`config.mk`:
```
export PLATFORM = sky130hd
export DESIGN_NAME = node3
export DESIGN_NICKNAME = d
export VERILOG_FILES = /design/src/rtl/noc_pkg.sv /design/src/rtl/node_fifo.sv /design/src/rtl/node_sizes.sv /design/src/rtl/node_n.sv
export SDC_FILE = /design/constraint.sdc
export NUM_CORES = 1
export LEC_CHECK = 0
export ABC_CLOCK_PERIOD_IN_PS = 4900
export CAP_MARGIN = 0
export CORE_ASPECT_RATIO = 0.6
export CORE_MARGIN = 2
export CORE_UTILIZATION = 48
export CTS_BUF_LIST = sky130_fd_sc_hd__clkbuf_2 sky130_fd_sc_hd__clkbuf_4 sky130_fd_sc_hd__clkbuf_8
export DETAILED_ROUTE_END_ITERATION = 8
export HOLD_SLACK_MARGIN = 0.02
export PLACE_DENSITY = 0.72
export SLEW_MARGIN = 0
export SYNTH_ARGS = -nofsm -noshare
export SYNTH_HDL_FRONTEND = slang
export SYNTH_SLANG_ARGS = --single-unit
```
`constraint.sdc`:
```
create_clock -name clk -period 4.9 [get_ports clk]
set_input_delay 0.735 -clock clk [delete_from_list [all_inputs] [get_ports clk]]
set_output_delay 0.735 -clock clk [all_outputs]
set_load 0.05 [all_outputs]
```
`src/rtl/noc_pkg.sv`:
```
// Shared NoC types and helpers used by the router node family.
package noc_pkg;

    localparam int unsigned ADDR_W = 4;
    localparam int unsigned DATA_W = 8;

    // Any route entry >= PORTS is unroutable; all-ones is invalid for every port count.
    localparam int unsigned ROUTE_INVALID = 32'hFFFF_FFFF;

    typedef struct packed {
        logic [ADDR_W-1:0] dest;
        logic [DATA_W-1:0] payload;
    } flit_t;

    // Width of one routing-table entry; one spare bit leaves room for unroutable codes.
    function automatic int unsigned port_idx_w(input int unsigned ports);
        return $clog2(ports) + 1;
    endfunction

endpackage

```
`src/rtl/node_fifo.sv`:
```
// Input-port FIFO: synchronous push/pop, registered occupancy count, head always visible.
module node_fifo #(
    parameter int unsigned W     = 12,
    parameter int unsigned DEPTH = 4
) (
    input  logic         clk,
    input  logic         reset,
    input  logic         push,
    input  logic         pop,
    input  logic [W-1:0] wdata,
    output logic         full,
    output logic         empty,
    output logic [W-1:0] head
);
    localparam int unsigned AW = $clog2(DEPTH);

    logic [W-1:0]  mem [DEPTH];
    logic [AW-1:0] wr_ptr;
    logic [AW-1:0] rd_ptr;
    logic [AW:0]   count;
    logic          do_push;
    logic          do_pop;

    assign full    = (count == (AW+1)'(DEPTH));
    assign empty   = (count == '0);
    assign do_push = push && !full;
    assign do_pop  = pop && !empty;
    assign head    = mem[rd_ptr];

    always_ff @(posedge clk) begin
        if (do_push) mem[wr_ptr] <= wdata;
    end

    always_ff @(posedge clk) begin
        if (reset) begin
            wr_ptr <= '0;
            rd_ptr <= '0;
            count  <= '0;
        end else begin
            if (do_push) wr_ptr <= wr_ptr + AW'(1);
            if (do_pop)  rd_ptr <= rd_ptr + AW'(1);
            count <= count + (AW+1)'(do_push) - (AW+1)'(do_pop);
        end
    end

endmodule

```
`src/rtl/node_sizes.sv`:
```
// Fixed-size router nodes kept for existing mesh instantiations.
module node3
    import noc_pkg::port_idx_w;
#(
    parameter int unsigned ADDR_W = 4, DATA_W = 8, FIFO_DEPTH = 4, NODE_ID = 0,
    parameter logic [(2**ADDR_W)*port_idx_w(3)-1:0] ROUTE_MAP = '0
) (
    input  logic clk, reset,
    input  logic [2:0] in_valid,
    input  logic [2:0][ADDR_W+DATA_W-1:0] in_flit,
    output logic [2:0] in_ready, out_valid,
    output logic [2:0][ADDR_W+DATA_W-1:0] out_flit,
    input  logic [2:0] out_ready,
    output logic [7:0] drop_count
);
    node_n #(.PORTS(3), .ADDR_W(ADDR_W), .DATA_W(DATA_W), .FIFO_DEPTH(FIFO_DEPTH),
             .NODE_ID(NODE_ID), .ROUTE_MAP(ROUTE_MAP)) u_node (
        .clk, .reset, .in_valid, .in_flit, .in_ready, .out_valid, .out_flit, .out_ready, .drop_count);
endmodule


```
`src/rtl/node_n.sv`:
```
// Parametrised NoC router node: per-input FIFOs, table routing, per-output round-robin
// arbitration into a registered valid/ready stage; unroutable flits are dropped and counted.
module node_n
    import noc_pkg::port_idx_w;
#(
    parameter int unsigned PORTS      = 5,
    parameter int unsigned ADDR_W     = 4,
    parameter int unsigned DATA_W     = 8,
    parameter int unsigned FIFO_DEPTH = 4,
    parameter int unsigned NODE_ID    = 0,
    parameter logic [(2**ADDR_W)*port_idx_w(PORTS)-1:0] ROUTE_MAP = '0
) (
    input  logic                                  clk,
    input  logic                                  reset,
    input  logic [PORTS-1:0]                      in_valid,
    input  logic [PORTS-1:0][ADDR_W+DATA_W-1:0]   in_flit,
    output logic [PORTS-1:0]                      in_ready,
    output logic [PORTS-1:0]                      out_valid,
    output logic [PORTS-1:0][ADDR_W+DATA_W-1:0]   out_flit,
    input  logic [PORTS-1:0]                      out_ready,
    output logic [7:0]                            drop_count
);
    localparam int unsigned RW = port_idx_w(PORTS);
    localparam int unsigned PW = $clog2(PORTS);
    localparam int unsigned FW = ADDR_W + DATA_W;

    logic [RW-1:0]    route_tab [2**ADDR_W];
    logic [PORTS-1:0] full;
    logic [PORTS-1:0] empty;
    logic [PORTS-1:0] drop;
    logic [PORTS-1:0] pop;
    logic [FW-1:0]    head  [PORTS];
    logic [RW-1:0]    route [PORTS];
    logic [PORTS-1:0] grant [PORTS];
    logic [7:0]       drop_next;

    for (genvar d = 0; d < 2**ADDR_W; d++) begin : g_tab
        assign route_tab[d] = ROUTE_MAP[d*RW +: RW];
    end

    for (genvar p = 0; p < PORTS; p++) begin : g_in
        node_fifo #(.W(FW), .DEPTH(FIFO_DEPTH)) u_fifo (
            .clk   (clk),
            .reset (reset),
            .push  (in_valid[p] && in_ready[p]),
            .pop   (pop[p]),
            .wdata (in_flit[p]),
            .full  (full[p]),
            .empty (empty[p]),
            .head  (head[p])
        );
        assign in_ready[p] = !reset && !full[p];
        assign route[p]    = route_tab[head[p][FW-1 -: ADDR_W]];
        // Unroutable heads leave without arbitration, so they never block the port.
        assign drop[p]     = !empty[p] && (32'(route[p]) >= PORTS);
    end

    always_comb begin
        pop = drop;
        for (int unsigned o = 0; o < PORTS; o++) pop = pop | grant[o];
    end

    always_comb begin
        int unsigned total;
        total = 32'(drop_count);
        for (int unsigned p = 0; p < PORTS; p++) if (drop[p]) total++;
        drop_next = (total > 255) ? 8'hFF : 8'(total);
    end

    always_ff @(posedge clk) begin
        if (reset) drop_count <= '0;
        else       drop_count <= drop_next;
    end

    for (genvar o = 0; o < PORTS; o++) begin : g_out
        logic [PW-1:0]    rr_ptr;
        logic [PW-1:0]    gnt_idx;
        logic [PW-1:0]    idx;
        logic [PORTS-1:0] req;
        logic [PORTS-1:0] gnt;
        logic             load;
        logic             vld;
        logic [FW-1:0]    flit;

        always_comb begin
            req     = '0;
            gnt     = '0;
            gnt_idx = '0;
            idx     = '0;
            load    = 1'b0;
            for (int unsigned p = 0; p < PORTS; p++)
                req[p] = !empty[p] && (32'(route[p]) == o);
            if (!vld || out_ready[o]) begin
                for (int unsigned i = 0; i < PORTS; i++) begin
                    idx = PW'((32'(rr_ptr) + i) % PORTS);
                    if (!load && req[idx]) begin
                        load     = 1'b1;
                        gnt[idx] = 1'b1;
                        gnt_idx  = idx;
                    end
                end
            end
        end

        assign grant[o]     = gnt;
        assign out_valid[o] = vld;
        assign out_flit[o]  = flit;

        always_ff @(posedge clk) begin
            if (reset) begin
                vld    <= 1'b0;
                flit   <= '0;
                rr_ptr <= '0;
            end else if (load) begin
                vld    <= 1'b1;
                flit   <= head[gnt_idx];
                rr_ptr <= (gnt_idx == PW'(PORTS-1)) ? '0 : gnt_idx + PW'(1);
            end else if (out_ready[o]) begin
                vld    <= 1'b0;
            end
        end
    end

    always_ff @(posedge clk) begin
        if (!reset) self_route_a: assert (route_tab[ADDR_W'(NODE_ID)] == '0);
    end

endmodule

```
==> impl_metrics.yaml, run 1 <==
yosys:
  syn_area_um2: 8040
  synth_area_leader_cell: "edfxtp_1"
  synth_area_leaders: "edfxtp_1 (54%), dfxtp_1 (10%), mux4_2 (10%), buf_4 (3.5%), ha_1 (3.4%)"
  ys_types: 58
  synth_cells: 524
  synth.yosys.seq_area_share_pct: 64.2
  ys_top_cells_by_count: "edfxtp_1 (144), dfxtp_1 (42), inv_1 (39), buf_4 (37), mux4_2 (36)"
  yosysMostFrequentCell: "edfxtp_1"
  synth-seq-cells: 186
  synth_edf_count: 144
  ys.flop_type: "edfxtp_1"
  postSynth.asyncResetShare_pct: 0
  synth_top_area_share_pct: 53.8
  yosysWarningCount: 0
  syn_avg_cell_area_um2: 15.3
routing:
  vias: 4350
  drtIter0Drc: 352
  wl_per_cell_um: 18.4
  wl_um: 15100
  routed_via_density: 5.31
  remaining_drc_errors: 0
  drtPass1Iterations: 5
  ant_nets: 0
layout:
  seq_area_um2: 5160
  syn2layout_area_growth_pct: 12.7
  nets: 647
  antenna_cells: 0
  nFillCells: 1284
  final_cells: 819
  drive_gt1_share_pct: 14.9
  multiInputGateArea_um2: 2470
setup_path:
  arrival_ps: 4060
  critPathCaptureType: "register"
  cp_max_fo: 19
  crit_top_cell: "ha_1"
  cpPeakStageDelay_ps: 620
  path_class: "reg -> reg"
  crit_family: "adder cells"
  r2r_slack_ps: 1180
  path_cells: "inv_1, ha_1, or4b_1, a211oi_2, o31ai_1, a311oi_2, ha_1, inv_1, ha_1, fa_1, xnor2_1, xnor2_1, nor2_1"
  worstSetupStartpointType: "register"
  slowest_stage: "ha_1"
  crit_required_ps: 5240
  crit_buf_inv: 2
sta:
  rsz0062_at_grt: "no"
  period_share_pct: 76.0
  maxSlewViolCount: 0
  fin_crit_ps: 3720
  clock_skew_ps: 19.6
  tns_ps: 0
  max_freq_mhz: 268
  whs_ps: 505
  final-setup-viol-count: 0
  tightest_slew_ps: 887
  hold_viol: 0
  slew_headroom_pct: 40.8
global_route:
  grt.overflow.total: 0
  use_met3_pct: 4.30
  grt_use_met2_pct: 27.4
  grt_max_degree: 32
  grt_use_met1_pct: 25.9
  grt.busiest_layer: "met2"
  antenna_found_initial: 0
  grt_pass1_wl_um: 23600
  first_global_vias: 4447
  grt_use_total_pct: 17.9
power:
  total_leakage_power_nw: 3.13
  power.density_nw_per_um2: 564
  finalPower_mw: 5.11
  irDropWorstVdd_mv: 0.421
clocking:
  cts_resized: 0
  htreeDepth: 4
  clock-sinks: 186
  clock_tree.root_cell: "clkbuf_8"
  worstSkewPairLatency_ps: 470
  cts_tree: "yes"
  cts_buffer_depth: 2
  post_cts_buffers: 0
  clkSlewWorstSetupHoldPaths_ps: 100
  cts_hold_buf: 0
  cts_buffers: 17
floorplanning:
  core_um2: 16300
  dieArea_um2: 17800
  die_w_um: 171
  placementRows: 36
  die_h_um: 104
  start_util_pct: 49.3
  io_pins: 94
run:
  drv_cap: 0
placed_design:
  hpwl_um: 10700
  port_buffers: 57
  gp_congestion: 0.793
  dp_cells: 787
run_status:
  outcome: "finished, final reports clean"
min_path:
  hold_class: "reg -> reg"
## per-stage QoR
step	utilization, %	setup slack [ps]	instance area, um^2
3_3_place_gp	53.1	1280	8660
3_5_place_dp	53.1	1230	8660
5_1_grt	55.6	869	9060
4_1_cts	55.6	1180	9060
2_1_floorplan	-	1460	8160
6_report	55.6	1180	9060
## tightest hold or removal path, stage by stage, from the launching register on
cell and delay (ps):
dfxtp_1 330, nand2_1 60, a31oi_1 70
## flip-flops by register name, indices dropped and copies added (netlist names), named ones only
signal	cells
u_node.g_in.u_fifo.count	9
u_node.g_in.u_fifo.mem	144
u_node.g_in.u_fifo.rd_ptr	6
u_node.g_in.u_fifo.wr_ptr	6
u_node.g_out.flit	12
u_node.g_out.rr_ptr	2
u_node.g_out.vld	1
## where the power goes
part	total, mW	internal (mW)	leakage (nW)	switching (mW)
combinational	2.04	0.839	1.28	1.20
sequential	2.07	1.88	1.65	0.192
clock	0.994	0.389	0.199	0.605
total	5.11	3.11	3.13	2.00
## placed cells by master, fill, tap and decap left out, types with 15 or more instances in the layout
cell type and n:
nor3_1 15, edfxtp_1 144, clkbuf_8 17, conb_1 34, inv_1 39, clkdlybuf4s50_1 57, nor2_1 31, mux4_2 36
dfxtp_1 42, ha_1 22
## cell type report
type	count	share of cell area (%)
Clock buffer	18	2.66
Clock inverter	14	1.77
Inverter	39	1.62
Multi-Input combinational cell	274	27.3
Sequential cell	186	57.0
Tap cell	228	3.15
Timing Repair Buffer	60	6.54
## routing by layer
metal	part of all wire [%]	vias up
li1	-	2013
met2	47	145
met4	0.54	0
met3	6.6	8
met5	0	-
met1	46	2184
## kinds of logic after synthesis
family | Yosys count | synth area share [%]
compound gates | 64 | 6.35
flops | 186 | 64.2
buf+inv | 97 | 6.55
other cells | 1 | 0.0466
xor+xnor | 12 | 1.31
simple gates | 100 | 6.83
mux | 37 | 10.2
fa+ha+maj | 27 | 4.44
## final timing paths
check	from	end	cells past startpoint
max	u_node.g_out[0].rr_ptr[0]$_SDFFE_PP0P_	u_node.g_in[0].u_fifo.count[2]$_SDFF_PP0_	13
min	u_node.g_out[0].flit[0]$_SDFFE_PP0P_	u_node.g_out[0].flit[0]$_SDFFE_PP0P_	2
max reg2reg	u_node.g_out[0].rr_ptr[0]$_SDFFE_PP0P_	u_node.g_in[0].u_fifo.count[2]$_SDFF_PP0_	13
min reg2reg	u_node.g_out[0].flit[0]$_SDFFE_PP0P_	u_node.g_out[0].flit[0]$_SDFFE_PP0P_	2
No activity file was read; power rests on OpenSTA's default activity.
==> inputs of run 2 (changes only) <==
--- a/config.mk
+++ b/config.mk
@@ -5,7 +5,7 @@
 export SDC_FILE = /design/constraint.sdc
 export NUM_CORES = 1
 export LEC_CHECK = 0
-export ABC_CLOCK_PERIOD_IN_PS = 4900
+export ABC_CLOCK_PERIOD_IN_PS = 3800
 export CAP_MARGIN = 0
 export CORE_ASPECT_RATIO = 0.6
 export CORE_MARGIN = 2
==> constraint.sdc (replaced) <==
create_clock -name clk -period 3.8 [get_ports clk]
set_input_delay 0.57 -clock clk [delete_from_list [all_inputs] [get_ports clk]]
set_output_delay 0.57 -clock clk [all_outputs]
set_load 0.05 [all_outputs]
==> impl_metrics.yaml, run 2 (same netlist as run 1, synthesis figures left out) <==
power:
  netSwitchingFraction_pct: 39.3
  finalPower_mw: 6.69
  total_leakage_power_nw: 3.19
  combinationalPowerShare_pct: 40.3
  p_clk_share_pct: 19.8
  irDropWorstVdd_mv: 0.577
  p_seq_share_pct: 39.9
  p_switching_mw: 2.63
  intPower_mw: 4.06
  power.density_nw_per_um2: 731
clocking:
  cts_buffer_depth: 2
  post_cts_buffers: 0
  cts_hold_buf: 0
  htreeDepth: 4
  clock_tree.root_cell: "clkbuf_8"
  cts_resized: 0
  clkSlewWorstSetupHoldPaths_ps: 100
  cts_tree: "yes"
  worstSkewPairLatency_ps: 460
  cts_buffers: 17
  clock-sinks: 186
placed_design:
  dpl-instance-area_um2: 8740
  gp_congestion: 0.767
  dp_slack_ps: 401
  hpwl_um: 10800
  dp_cells: 793
  port_buffers: 57
floorplanning:
  placementRows: 36
  die_h_um: 104
  io_pins: 94
  die_w_um: 171
  start_util_pct: 49.3
  core_um2: 16300
  dieArea_um2: 17800
sta:
  final.setup.worst_slack_ps: 384
  tightest_slew_ps: 879
  slew_headroom_pct: 41.3
  period_share_pct: 89.9
  max_freq_mhz: 293
  rsz0062_at_grt: "no"
  fin_crit_ps: 3420
  tns_ps: 0
  hold_viol: 0
  clock_skew_ps: 20.2
  final-setup-viol-count: 0
  whs_ps: 504
  maxSlewViolCount: 0
global_route:
  grt_max_degree: 27
  grt_use_total_pct: 17.4
  grt.overflow.total: 0
  grt_pass1_wl_um: 23400
  first_global_vias: 4396
  antenna_found_initial: 0
routing:
  ant_nets: 0
  remaining_drc_errors: 0
  drtPass1Iterations: 5
  vias: 4429
  wl_met3_um: 946
  drtIter0Drc: 344
  top_layer_used: "met4"
  met2WireLength_um: 6860
  wl_um: 14900
  wl_per_cell_um: 18.0
  wl_met1_um: 6940
  routed_via_density: 5.37
layout:
  top_register: "u_node.g_in.u_fifo.mem"
  nets: 653
  largestRegisters: "u_node.g_in.u_fifo.mem: 144 flops, u_node.g_out.flit: 12 flops, u_node.g_in.u_fifo.count: 9 flops"
  nFillCells: 1289
  final_cells: 825
  syn2layout_area_growth_pct: 13.9
  largest_register_ffs: 144
  antenna_cells: 0
  layout_commonest_cell: "edfxtp_1"
  utilization_pct: 56.2
  drive_gt1_share_pct: 16.2
  final_cell_mix: "edfxtp_1 (144), clkdlybuf4s50_1 (54), dfxtp_1 (42)"
  final_area_um2: 9160
setup_path:
  crit-reg2reg-launch: "u_node.g_out[0].rr_ptr[0]$_SDFFE_PP0P_"
  path_class: "reg -> reg"
  worstSetupStartpointType: "register"
  crit_required_ps: 4140
  cp_max_fo: 11
  arrival_ps: 3760
  startpoint: "u_node.g_out[0].rr_ptr[0]$_SDFFE_PP0P_"
  critPathCaptureType: "register"
run:
  drv_cap: 0
run_status:
  outcome: "finished, final reports clean"
min_path:
  hp-start: "u_node.g_out[0].flit[0]$_SDFFE_PP0P_"
  hold_class: "reg -> reg"
## run 2: layout make-up
| type | instances | area [um^2] | share of cell area (%) |
|---|---|---|---|
| Clock buffer | 17 | 234 | 2.55 |
| Clock inverter | 15 | 188 | 2.05 |
| Inverter | 39 | 146 | 1.60 |
| Multi-Input combinational cell | 274 | 2470 | 27.0 |
| Sequential cell | 186 | 5160 | 56.4 |
| Tap cell | 228 | 285 | 3.12 |
| Timing Repair Buffer | 66 | 668 | 7.30 |
## run 2: final timing paths
kind	to	slack (ps)	cells past startpoint
worst max-delay path	u_node.g_in[1].u_fifo.count[2]$_SDFF_PP0_	380	15
worst min-delay path	u_node.g_out[0].flit[0]$_SDFFE_PP0P_	500	2
worst max register to register	u_node.g_in[1].u_fifo.count[2]$_SDFF_PP0_	380	15
worst min register to register	u_node.g_out[0].flit[0]$_SDFFE_PP0P_	500	2
## run 2: routing by layer
metal,up-vias,global-route usage (%)
met5,-,0
li1,2030,-
met4,0,5.27
met3,12,3.69
met1,2215,26.0
met2,172,25.7
## run 2: power by group through the flow
stage                     clock, mW  combinational (mW)  sequential, mW
after floorplan                   0                2.01            2.74
after detailed placement          0                2.67            2.73
after CTS                      1.35                2.69            2.68
final                          1.32                2.69            2.67
after global routing           1.42                2.92            2.72
after global placement            0                2.56            2.72
## run 2: critical path, stage by stage, from the launching register on
cell and delay [ps]:
dfxtp_1 370, inv_1 90, ha_1 490, inv_1 180, nor4_4 330, o221ai_1 140
a311o_1 410, inv_1 80, ha_1 220, inv_1 50, ha_1 130, inv_1 50
fa_1 390, xor2_1 190, xnor2_1 140, nor2_1 60
